--- config.mk ---
export PLATFORM = sky130hd
export DESIGN_NAME = sync_fifo_bram
export DESIGN_NICKNAME = d
export VERILOG_FILES = /design/src/rtl/sync_fifo_bram.sv
export SDC_FILE = /design/constraint.sdc
export NUM_CORES = 1
export LEC_CHECK = 0
export ABC_AREA = 1
export BUFFER_PORTS_ARGS = -buffer_cell sky130_fd_sc_hd__buf_4
export CAP_MARGIN = 20
export CORE_ASPECT_RATIO = 1.1
export CORE_MARGIN = 5
export CORE_UTILIZATION = 25
export CTS_CLUSTER_SIZE = 10
export DETAILED_ROUTE_END_ITERATION = 6
export REMOVE_ABC_BUFFERS = 1
export SETUP_SLACK_MARGIN = 0.05
export SLEW_MARGIN = 20
export SYNTH_ARGS = -nofsm -noshare
export SYNTH_HDL_FRONTEND = slang
export SYNTH_SLANG_ARGS = --single-unit
export TNS_END_PERCENT = 30
--- constraint.sdc ---
create_clock -name clk -period 3.3 [get_ports clk]
set_input_delay 0 -clock clk [delete_from_list [all_inputs] [get_ports clk]]
set_output_delay 0 -clock clk [all_outputs]
set_load 0.02 [all_outputs]
--- src/rtl/sync_fifo_bram.sv ---
// sync_fifo_bram: single-clock FIFO with a register-array store and binary pointers
// carrying a wrap bit, so full and empty are told apart without a separate counter.
module sync_fifo_bram #(
   parameter int SIZE    = 8,
   parameter int WIDTH   = 8,
   parameter int PTR_LEN = $clog2(SIZE)
) (
   input  logic             clk,
   input  logic             srst,
   input  logic             wr_en,
   input  logic [WIDTH-1:0] data_in,
   input  logic             rd_en,
   output logic [WIDTH-1:0] data_out,
   output logic             full,
   output logic             empty,
   output logic [PTR_LEN:0] level
);
   logic [WIDTH-1:0] r_mem [SIZE];
   logic [PTR_LEN:0] r_wr_ptr, r_rd_ptr;
   logic             w_wr_ok, w_rd_ok;
   assign empty   = r_wr_ptr == r_rd_ptr;
   assign full    = (r_wr_ptr[PTR_LEN] != r_rd_ptr[PTR_LEN]) &&
                    (r_wr_ptr[PTR_LEN-1:0] == r_rd_ptr[PTR_LEN-1:0]);
   assign level   = r_wr_ptr - r_rd_ptr;
   // Acceptance uses pre-edge flags only, so a same-cycle read never frees room for a write.
   assign w_wr_ok = wr_en && !full;
   assign w_rd_ok = rd_en && !empty;
   always_ff @(posedge clk) begin
      if (srst) begin
         r_wr_ptr <= '0;
         r_rd_ptr <= '0;
         data_out <= '0;
         for (int i = 0; i < SIZE; i++) r_mem[i] <= '0;
      end else begin
         if (w_wr_ok) begin
            r_mem[r_wr_ptr[PTR_LEN-1:0]] <= data_in;
            r_wr_ptr <= r_wr_ptr + (PTR_LEN+1)'(1);
         end
         if (w_rd_ok) begin
            data_out <= r_mem[r_rd_ptr[PTR_LEN-1:0]];
            r_rd_ptr <= r_rd_ptr + (PTR_LEN+1)'(1);
         end
      end
   end
endmodule

==> impl_results.md, run 1 <==
* Status: completed
* Area growth syn-to-layout at 18.1%
* Largest net degree at the start of global routing at 36
* Fin. max-slew vios at 0
* Logic pwr share at 0.191
* Net Switching at 767 uW
* Most frequent CP cell: nand2_4
* Post-Synth XOR/XNOR Area at 0.0133
* Vias in the first global route at 2990
* Sink Count at 80
* HP Class: in -> reg
* Worst-path cell chain: clkinv_1, ha_1, inv_1, nor2_2, nand2_4, nand2_4, nor2_8, nand3_4, nand2_1
* Fin crit share at 0.824
* Share of layout cells above drive strength 1 at 0.124
* CP Data Arrival Time at 2.73 ns
* Switching share of total power at 0.283
* Min Tclk post-route at about 2.7 ns
* Slew at the pin closest to its max-slew limit at between 0.9 and 1 ns
* Seq/Total Area, Yosys at 0.569
* CTS root buf: clkbuf_16
* Compound-Gate Fraction of Synth Area at 0.0267
* Residual DRC count at 0
* Pleak at 0.00208 uW
* Antenna Violating Nets Remaining at 0
* Final Hold Slack at 0.0121 ns
* RSZ-0062 raised after global routing: no
* Depth of the CTS H-tree at 3
* Count of cell types in the netlist at 23
* IO buf count at 25
* Global-route usage over all layers at 0.112
* # resized after CTS at 0
* Relative slew slack at 0.387
* Worst Path Class, Setup: reg -> reg
* Max Freq at ~370 MHz
* Total Wirelength at 9.71 mm
* Via-per-instance ratio at 4.37
* Post-Synth Adder-Cell Area at 0.0210
* CP max stage delay at 0.56 ns
* Final HPWL from detailed placement at 7.08 mm
* Largest family of logic cells by synthesized area: simple AND/OR/NAND/NOR gates
* Initial DRT Pass Iterations at 5
* Peak supply drop at 0.219 mV
* Die width at between 100 and 150 um
* Most frequent cells in the layout: nand2_1, nor2_1, inv_1, edfxtp_1, nand3_1
* Global-route wire length before repair at 15.4 mm
* DIE HEIGHT at 142 um
* Most common cell after layout, fill and taps aside: nand2_1
* GP Congestion at 0.906
* # diodes at 0
* Worst-skew pair later-pin latency at ~0.35 ns
* Required time worst endpoint at 3.32 ns
* Nets@finish at 488
* Syn Area/Cell at 8.85 um^2
* CTS tree: built
* Clock-pin slew on the worst setup and hold paths at approximately 0.060 ns
* Endpoints failing setup at 0
* Seq pwr share at 0.432
* Vias at just under 3000
* Warnings, synthesis at 0
* Mapped Area at 3940 um^2
* Simple-gate portion of the synthesized area at 0.282
* Max Cap Viol at 0
* Post-synthesis mux area share at 0
* Mapped Cells at 445
* Initial antenna violation count at 0
* Clock power share at 0.377
* Number of buffers created by CTS at 9
* Clock skew at 0.00959 ns
* Setup crit end kind: register
* Internal cell power at 1940 uW
* Max clock buf depth at 2
* # rows at 48
* Flops & latches, synth at 80
* Crit-path max FO at 12
* # IOs at 26
* Die area at 18400 um^2
* WL/cell at 14.4 um
* Post-Route Setup TNS at 0 ns
* Initial Utilization at 0.252
* DR iter-0 viols at 343
* PwrDens at 583 nW/um^2
* CP max-delay cell: dfxtp_1
* Kind of start point of the critical path: register
* GR Overflow Total at 0
* Core area at 15600 um^2
* Final Hold Vio Count at 0
area by class of cell:
cell class              count  area, um^2
clock inverters             1        5.00
fillers                  1651       11000
inverters                  73         274
repair buffers             29         220
flip-flops and latches     80        2240
clock buffers              15         309
multi-input cells         277        1350
well taps                 200         250
registers in the layout, indices dropped and copies added (netlist names):
signal and flops:
r_mem 64, data_out 8, r_rd_ptr 4, r_wr_ptr 4
metrics by stage:
step / total power [uW] / std cells / setup WS [ns] / area [um^2] / util
2_1_floorplan: 1510 / 430 / 0.598 / 3870 / -
3_3_place_gp: 1700 / 658 / 0.689 / 4330 / 0.277
3_5_place_dp: 1710 / 658 / 0.622 / 4330 / 0.277
4_1_cts: 2720 / 675 / 0.603 / 4650 / 0.298
5_1_grt: 2820 / 675 / 0.388 / 4650 / 0.298
6_report: 2710 / 675 / 0.581 / 4650 / 0.298
repair_timing:
| action | CTS | global route |
|---|---|---|
| endpoints found under the hold margin | 13 | 0 |
| setup endpoints to repair | 0 | 0 |
| hold buffers | 1 | 0 |
| setup buffers | 0 | 0 |
cells in the mapped netlist, drive strengths merged:
cell type,n,area (um^2)
nand3,55,350
ha,5,62.6
a21oi,17,85.1
o21ai,4,20.0
inv,70,263
edfxtp,64,1920
nor2,71,285
clkbuf,5,18.8
dfxtp,16,320
fa,1,20.0
nand2,118,475
xnor2,1,8.76
clkinv,3,11.3
xor2,5,43.8
buf,10,53.8
critical path: cells and delay by family, from the launching register on:
kind | cells | cell delay [ns]
fa+ha+maj | 1 | 0.42
buf+inv | 2 | 0.41
simple gates | 6 | 0.98
flops | 1 | 0.56
power by group through the flow:
stage               Sequential (uW)  Combinational, uW  Clock [uW]
finish                         1170                517        1020
global route                   1180                574        1060
CTS                            1170                521        1030
detailed placement             1190                517           0
global placement               1190                510           0
floorplan                      1230                278           0
worst paths after layout:
check | slack (ns) | end | cells past startpoint | start
max | 0.58 | r_mem[0][2] | 9 | r_rd_ptr[2]
min | 0.01 | r_wr_ptr[2] | 4 | wr_en
max reg2reg | 0.58 | r_mem[0][2] | 9 | r_rd_ptr[2]
min reg2reg | 0.47 | data_out[5] | 2 | data_out[5]
routing by layer:
layer  GRT usage  share of wire  up-vias
li1            -              -     1458
met1       0.138           0.43     1360
met2       0.175           0.47      107
met3      0.0320          0.068       25
met4      0.0635          0.032        0
met5           0              0        -
cell families after synthesis:
| group | after synthesis |
|---|---|
| xor gates and xnor gates | 6 |
| and+or+nand+nor | 244 |
| adders and majority gates | 6 |
| DFF | 80 |
| buffers and inverters | 88 |
| AOI/OAI and AO/OA | 21 |
(Power assumes the default switching activity.)
==> run 2: changes to the inputs <==
ABC_AREA = 0   (was 1)
clock period = 2.3 ns   (was 3.3 ns; I/O delays follow)
==> impl_results.md, run 2 <==
* Status: completed
* Largest net degree at the start of global routing at 29
* Switching share of total power at 0.268
* HP Class: in -> reg
* Clock skew at between 0.01 and 0.015 ns
* Mapped Area at 3780 um^2
* Max Cap Viol at 0
* GR Overflow Total at 0
* DIE HEIGHT at 139 um
* Setup WS post-layout at 0.166 ns
* Asr flop ratio synth at 0
* Net Switching at 1060 uW
* Top FF cell, synth: edfxtp_1
* Worst reg-to-reg setup slack at about 0.17 ns
* Initial Utilization at 0.253
* Setup crit end kind: register
* CTS tree: built
* Worst Path Class, Setup: reg -> reg
* Count leader, synth: edfxtp_1
* Relative slew slack at 0.583
* Max clock buf depth at 2
* Worst setup path end: r_mem[4][0]
* Global-route wire length before repair at 13.6 mm
* Fin. max-slew vios at 0
* Post-Synth XOR/XNOR Area at 0.0228
* Flops & latches, synth at 80
* Initial antenna violation count at 0
* Core area at between 10000 and 15000 um^2
* Kind of start point of the critical path: register
* Reg-to-reg startpoint: r_wr_ptr[2]
* Share of layout cells above drive strength 1 at 0.299
* Die width at 127 um
* IO buf count at 25
* Final Hold Vio Count at 0
* FF+latch area at roughly 2200 um^2
* DR iter-0 viols at 188
* Area growth syn-to-layout at 22.9%
* RSZ-0062 raised after global routing: yes
* Syn Area/Cell at 13.3 um^2
* Vias in the first global route at ~2400
* Endpoints failing setup at 0
* Die area at 17700 um^2
* Final Total Pwr at slightly below 4000 uW
* Largest registers: r_mem x64, data_out x8
* Warnings, synthesis at 0
* Path depth of the worst reg2reg path at 6
* Synth area leaders: edfxtp_1, dfxtp_1, and2_1
* Sink Count at 80
* Internal cell power at 2910 uW
* Register with the most flip-flops: r_mem
* Final HPWL from detailed placement at 5.88 mm
* CP Data Arrival Time at approximately 2.2 ns
* Slew at the pin closest to its max-slew limit at about 0.63 ns
* Placement Setup Slack at 0.210 ns
* Residual DRC count at 0
* Top cell type's share of synthesized area at 0.508
* Depth of the CTS H-tree at 3
* Post-synth EDFFs at 64
* Most common cell after layout, fill and taps aside: edfxtp_1
* Via-per-instance ratio at 4.36
* Hold Startpoint: data_in[1]
* Total Wirelength at 8.74 mm
* Reg2reg end: r_mem[4][0]
* Post-synth top area cell: edfxtp_1
* Required time worst endpoint at roughly 2.4 ns
* Logic pwr share at 0.177
* # IOs at 26
* Layout fillers at 1518
* GP Congestion at around 0.78
* Fin crit share at 0.928
* Crit-path max FO at 10
* Final Hold Slack at slightly above 0.008 ns
* Pleak at 0.00171 uW
* # rows at 47
* CTS root buf: clkbuf_16
* Max Freq at around 470 MHz
* Initial DRT Pass Iterations at 4
* Largest family of logic cells by synthesized area: simple AND/OR/NAND/NOR gates
* Count of cell types in the netlist at 36
* Simple-gate portion of the synthesized area at 0.155
* Clock power share at 0.393
* Seq pwr share at 0.430
* Post-Synth Adder-Cell Area at 0.0218
* Number of buffers created by CTS at 9
* Compound-Gate Fraction of Synth Area at 0.0828
* Post-Route Setup TNS at 0 ns
* Max reg flops at 64
* Critical path startpoint: r_wr_ptr[2]
* # diodes at 0
* # resized after CTS at 0
* Vias at 2312
* Multi-input gate area at 1440 um^2
* Mapped Cells at 285
* Global-route usage over all layers at 0.101
* Peak supply drop at 0.405 mV
* Post-synthesis mux area share at 0.0953
* Clock-pin slew on the worst setup and hold paths at 0.06 ns
* Commonest cells post-synth: edfxtp_1, and2_1, and2_2, a21oi_1, mux2i_1
* Worst-skew pair later-pin latency at 0.34 ns
* Antenna Violating Nets Remaining at 0
* Nets@finish at 347
* Seq/Total Area, Yosys at 0.593
* Most frequent cells in the layout: edfxtp_1, buf_4, and2_1, and2_2
* Min Tclk post-route at 2.13 ns
* PwrDens at 854 nW/um^2
* WL/cell at 16.5 um
run 2: cell count changes after synthesis, sizes merged, moves of 18 or more:
cell   previous run  this run
nor2             71        15
mux2i             0        18
nand3            55         1
nand2           118         4
and2              0        64
inv              70        10
run 2: timing repair:
| action | in CTS | in global routing |
|---|---|---|
| setup endpoints to repair | 0 | 8 |
| hold buffers | 2 | 0 |
| setup buffers | 0 | 2 |
| hold endpoints to repair | 8 | 0 |
run 2: final cells by class:
cell class	instances	share of cell area
Clock buffer	9	0.0485
Sequential cell	80	0.483
Multi-Input combinational cell	182	0.310
Inverter	10	0.00808
Timing Repair Buffer	46	0.0754
Tap cell	196	0.0528
Clock inverter	7	0.0221
run 2: power by group through the flow:
stage          combinational, uW  sequential (uW)  clock, uW
4_1_cts                      714             1710       1590
3_5_place_dp                 708             1740          0
5_1_grt                      771             1720       1650
3_3_place_gp                 702             1730          0
2_1_floorplan                349             1800          0
6_report                     704             1710       1560
run 2: worst min path at each step:
stage / endpoint / slack, ns / cells after the start
6_report: r_mem[1][1] / 0.008 / 2
5_1_grt: r_mem[7][7] / 0.01 / 2
4_1_cts: r_mem[2][7] / 0.001 / 2
3_5_place_dp: r_rd_ptr[1] / 0.24 / 2
3_3_place_gp: r_rd_ptr[1] / 0.24 / 2
2_1_floorplan: r_rd_ptr[1] / 0.07 / 1
run 2: cells by family (layout without fill, tap and decap cells):
kind of cell,count (synthesis),after routing
fa+ha+maj,6,6
mux,26,26
flops,80,80
simple gates,91,91
xor+xnor,9,9
compound gates,50,50
buf+inv,23,72
run 2: routing by layer:
layer,share of wire,global-route usage,wire length (um),up-vias
met3,0.062,0.0300,544,9
met4,0.011,0.0367,97,0
met2,0.49,0.159,4280,66
met5,0,0,0,-
met1,0.44,0.132,3820,1117
li1,-,-,-,1120
run 2: through the flow:
stage	std cells	instance area, um^2	utilization
global placement	510	4280	0.287
finish	530	4650	0.311
global route	530	4650	0.311
detailed placement	510	4280	0.287
CTS	528	4630	0.310
floorplan	272	3710	-
run 2: critical path: stages (launching register included):
cell and delay, ns:
dfxtp_1 0.39, ha_1 0.38, nand3_2 0.24, o21ai_4 0.41
nor4_4 0.11, buf_4 0.18, and2_2 0.18
==> run 3: changes to the inputs <==
CORE_UTILIZATION = 50   (was 25)
PLACE_DENSITY = 0.71   (was unset)
==> impl_results.md, run 3 (synthesized netlist as in run 2, its figures left out) <==
* DR iter-0 viols at 226
* Worst-skew pair later-pin latency at 0.35 ns
* Sink Count at 80
* Total Wirelength at 8.16 mm
* # diodes at 0
* Vias in the first global route at around 2500
* Kind of start point of the critical path: register
* Final Hold Vio Count at 0
* Setup crit end kind: register
* HP Class: in -> reg
* Clock-pin slew on the worst setup and hold paths at 0.08 ns
* IO buf count at 25
* Global-route usage over all layers at 0.187
* Setup WS post-layout at 0.237 ns
* Uppermost layer routed: met4
* # IOs at 26
* Die area at 9400 um^2
* Most frequent cells in the layout: edfxtp_1, and2_1, buf_4, and2_2
* Layout fillers at around 600
* Area growth syn-to-layout at 17.8%
* Nets@finish at ~350
* Share of layout cells above drive strength 1 at 0.286
* Placement Setup Slack at 0.253 ns
* Final Total Pwr at between 3000 and 4000 uW
* Required time worst endpoint at 2.41 ns
* Routed wl met3 at 407 um
* Crit-path max FO at 10
* Endpoints failing setup at 0
* Residual DRC count at 0
* GP Congestion at 0.863
* Initial DRT Pass Iterations at 4
* Post-layout util at 0.599
* Slew at the pin closest to its max-slew limit at 0.625 ns
* Largest registers: r_mem x64, data_out x8
* Worst Path Class, Setup: reg -> reg
* Number of buffers created by CTS at 9
* Register with the most flip-flops: r_mem
* Cells on Worst Hold Path at 4
* Status: completed
* Wire length on met1 at 3.41 mm
* Initial antenna violation count at 0
* CP Data Arrival Time at 2.17 ns
* Max Cap Viol at 0
* Most common cell after layout, fill and taps aside: edfxtp_1
* Max clock buf depth at 2
* Global-route wire length before repair at 13.1 mm
* Vias at 2383
* Final HPWL from detailed placement at 5.59 mm
* RSZ-0062 raised after global routing: no
* Max Freq at 485 MHz
* GR Overflow Total at 0
* Path depth of the worst reg2reg path at 6
* PwrDens at 800 nW/um^2
* Core area at 7430 um^2
* DIE HEIGHT at 101 um
* CTS tree: built
* WL/cell at between 15 and 20 um
* Min Tclk post-route at a little over 2 ns
* Largest net degree at the start of global routing at 29
* # rows at 33
* Post-CTS setup buffer count at 0
* Fin crit share at 0.897
* Met2 Routed Length at 4.15 mm
* Max reg flops at 64
* Antenna Violating Nets Remaining at 0
* CTS root buf: clkbuf_8
* Relative slew slack at 0.583
* Depth of the CTS H-tree at 3
* Clock skew at about 0.0086 ns
* Pleak at 0.00169 uW
* Via-per-instance ratio at 5.59
* Die width at about 93 um
* Initial Utilization at 0.509
* Fin. max-slew vios at 0
* Peak supply drop at 0.352 mV
[run 3: where the power goes]
| part | internal (uW) | switching (uW) |
|---|---|---|
| combinational | 288 | 434 |
| sequential | 1660 | 38.6 |
| clock | 613 | 529 |
| total | 2560 | 1000 |
[run 3: per-stage QoR]
stage / setup TNS [ns] / instance area [um^2] / hold slack [ns] / cells
finish: 0 / 4450 / 0.0340 / 426
CTS: 0 / 4450 / 0.0219 / 426
floorplan: -68.75 / 3710 / 0.0691 / 272
global placement: 0 / 4150 / 0.237 / 401
detailed placement: 0 / 4150 / 0.242 / 401
global route: 0 / 4450 / 0.0433 / 426
[run 3: area by class of cell]
class                           count  area [um^2]  area share
Clock buffer                        9          124      0.0278
Clock inverter                      7         95.1      0.0213
Inverter                           10         37.5     0.00843
Multi-Input combinational cell    182         1440       0.324
Sequential cell                    80         2240       0.503
Tap cell                           87          109      0.0244
Timing Repair Buffer               51          405      0.0910
[run 3: routing by layer]
metal,global-route usage,vias to the layer above
li1,-,1127
met4,0.0846,0
met1,0.225,1178
met5,0,-
met3,0.0371,12
met2,0.326,66
[run 3: critical path, stage by stage, from the launching register on]
cell	delay [ns]
dfxtp_1	0.38
ha_1	0.38
nand3_2	0.24
o2111ai_2	0.34
nor2_1	0.16
buf_4	0.17
and2_1	0.14
[run 3: path summary, 6_finish.rpt]
check	from	endpoint	slack (ns)
worst min register to register	data_out[6]	data_out[6]	0.56
worst max-delay path	r_wr_ptr[2]	r_mem[2][3]	0.24
worst max register to register	r_wr_ptr[2]	r_mem[2][3]	0.24
worst min-delay path	rd_en	r_rd_ptr[3]	0.03
[run 3: what timing repair did]
action,in CTS,in global routing
hold endpoints to repair,37,0
hold buffers,9,0
gates resized for setup,0,0
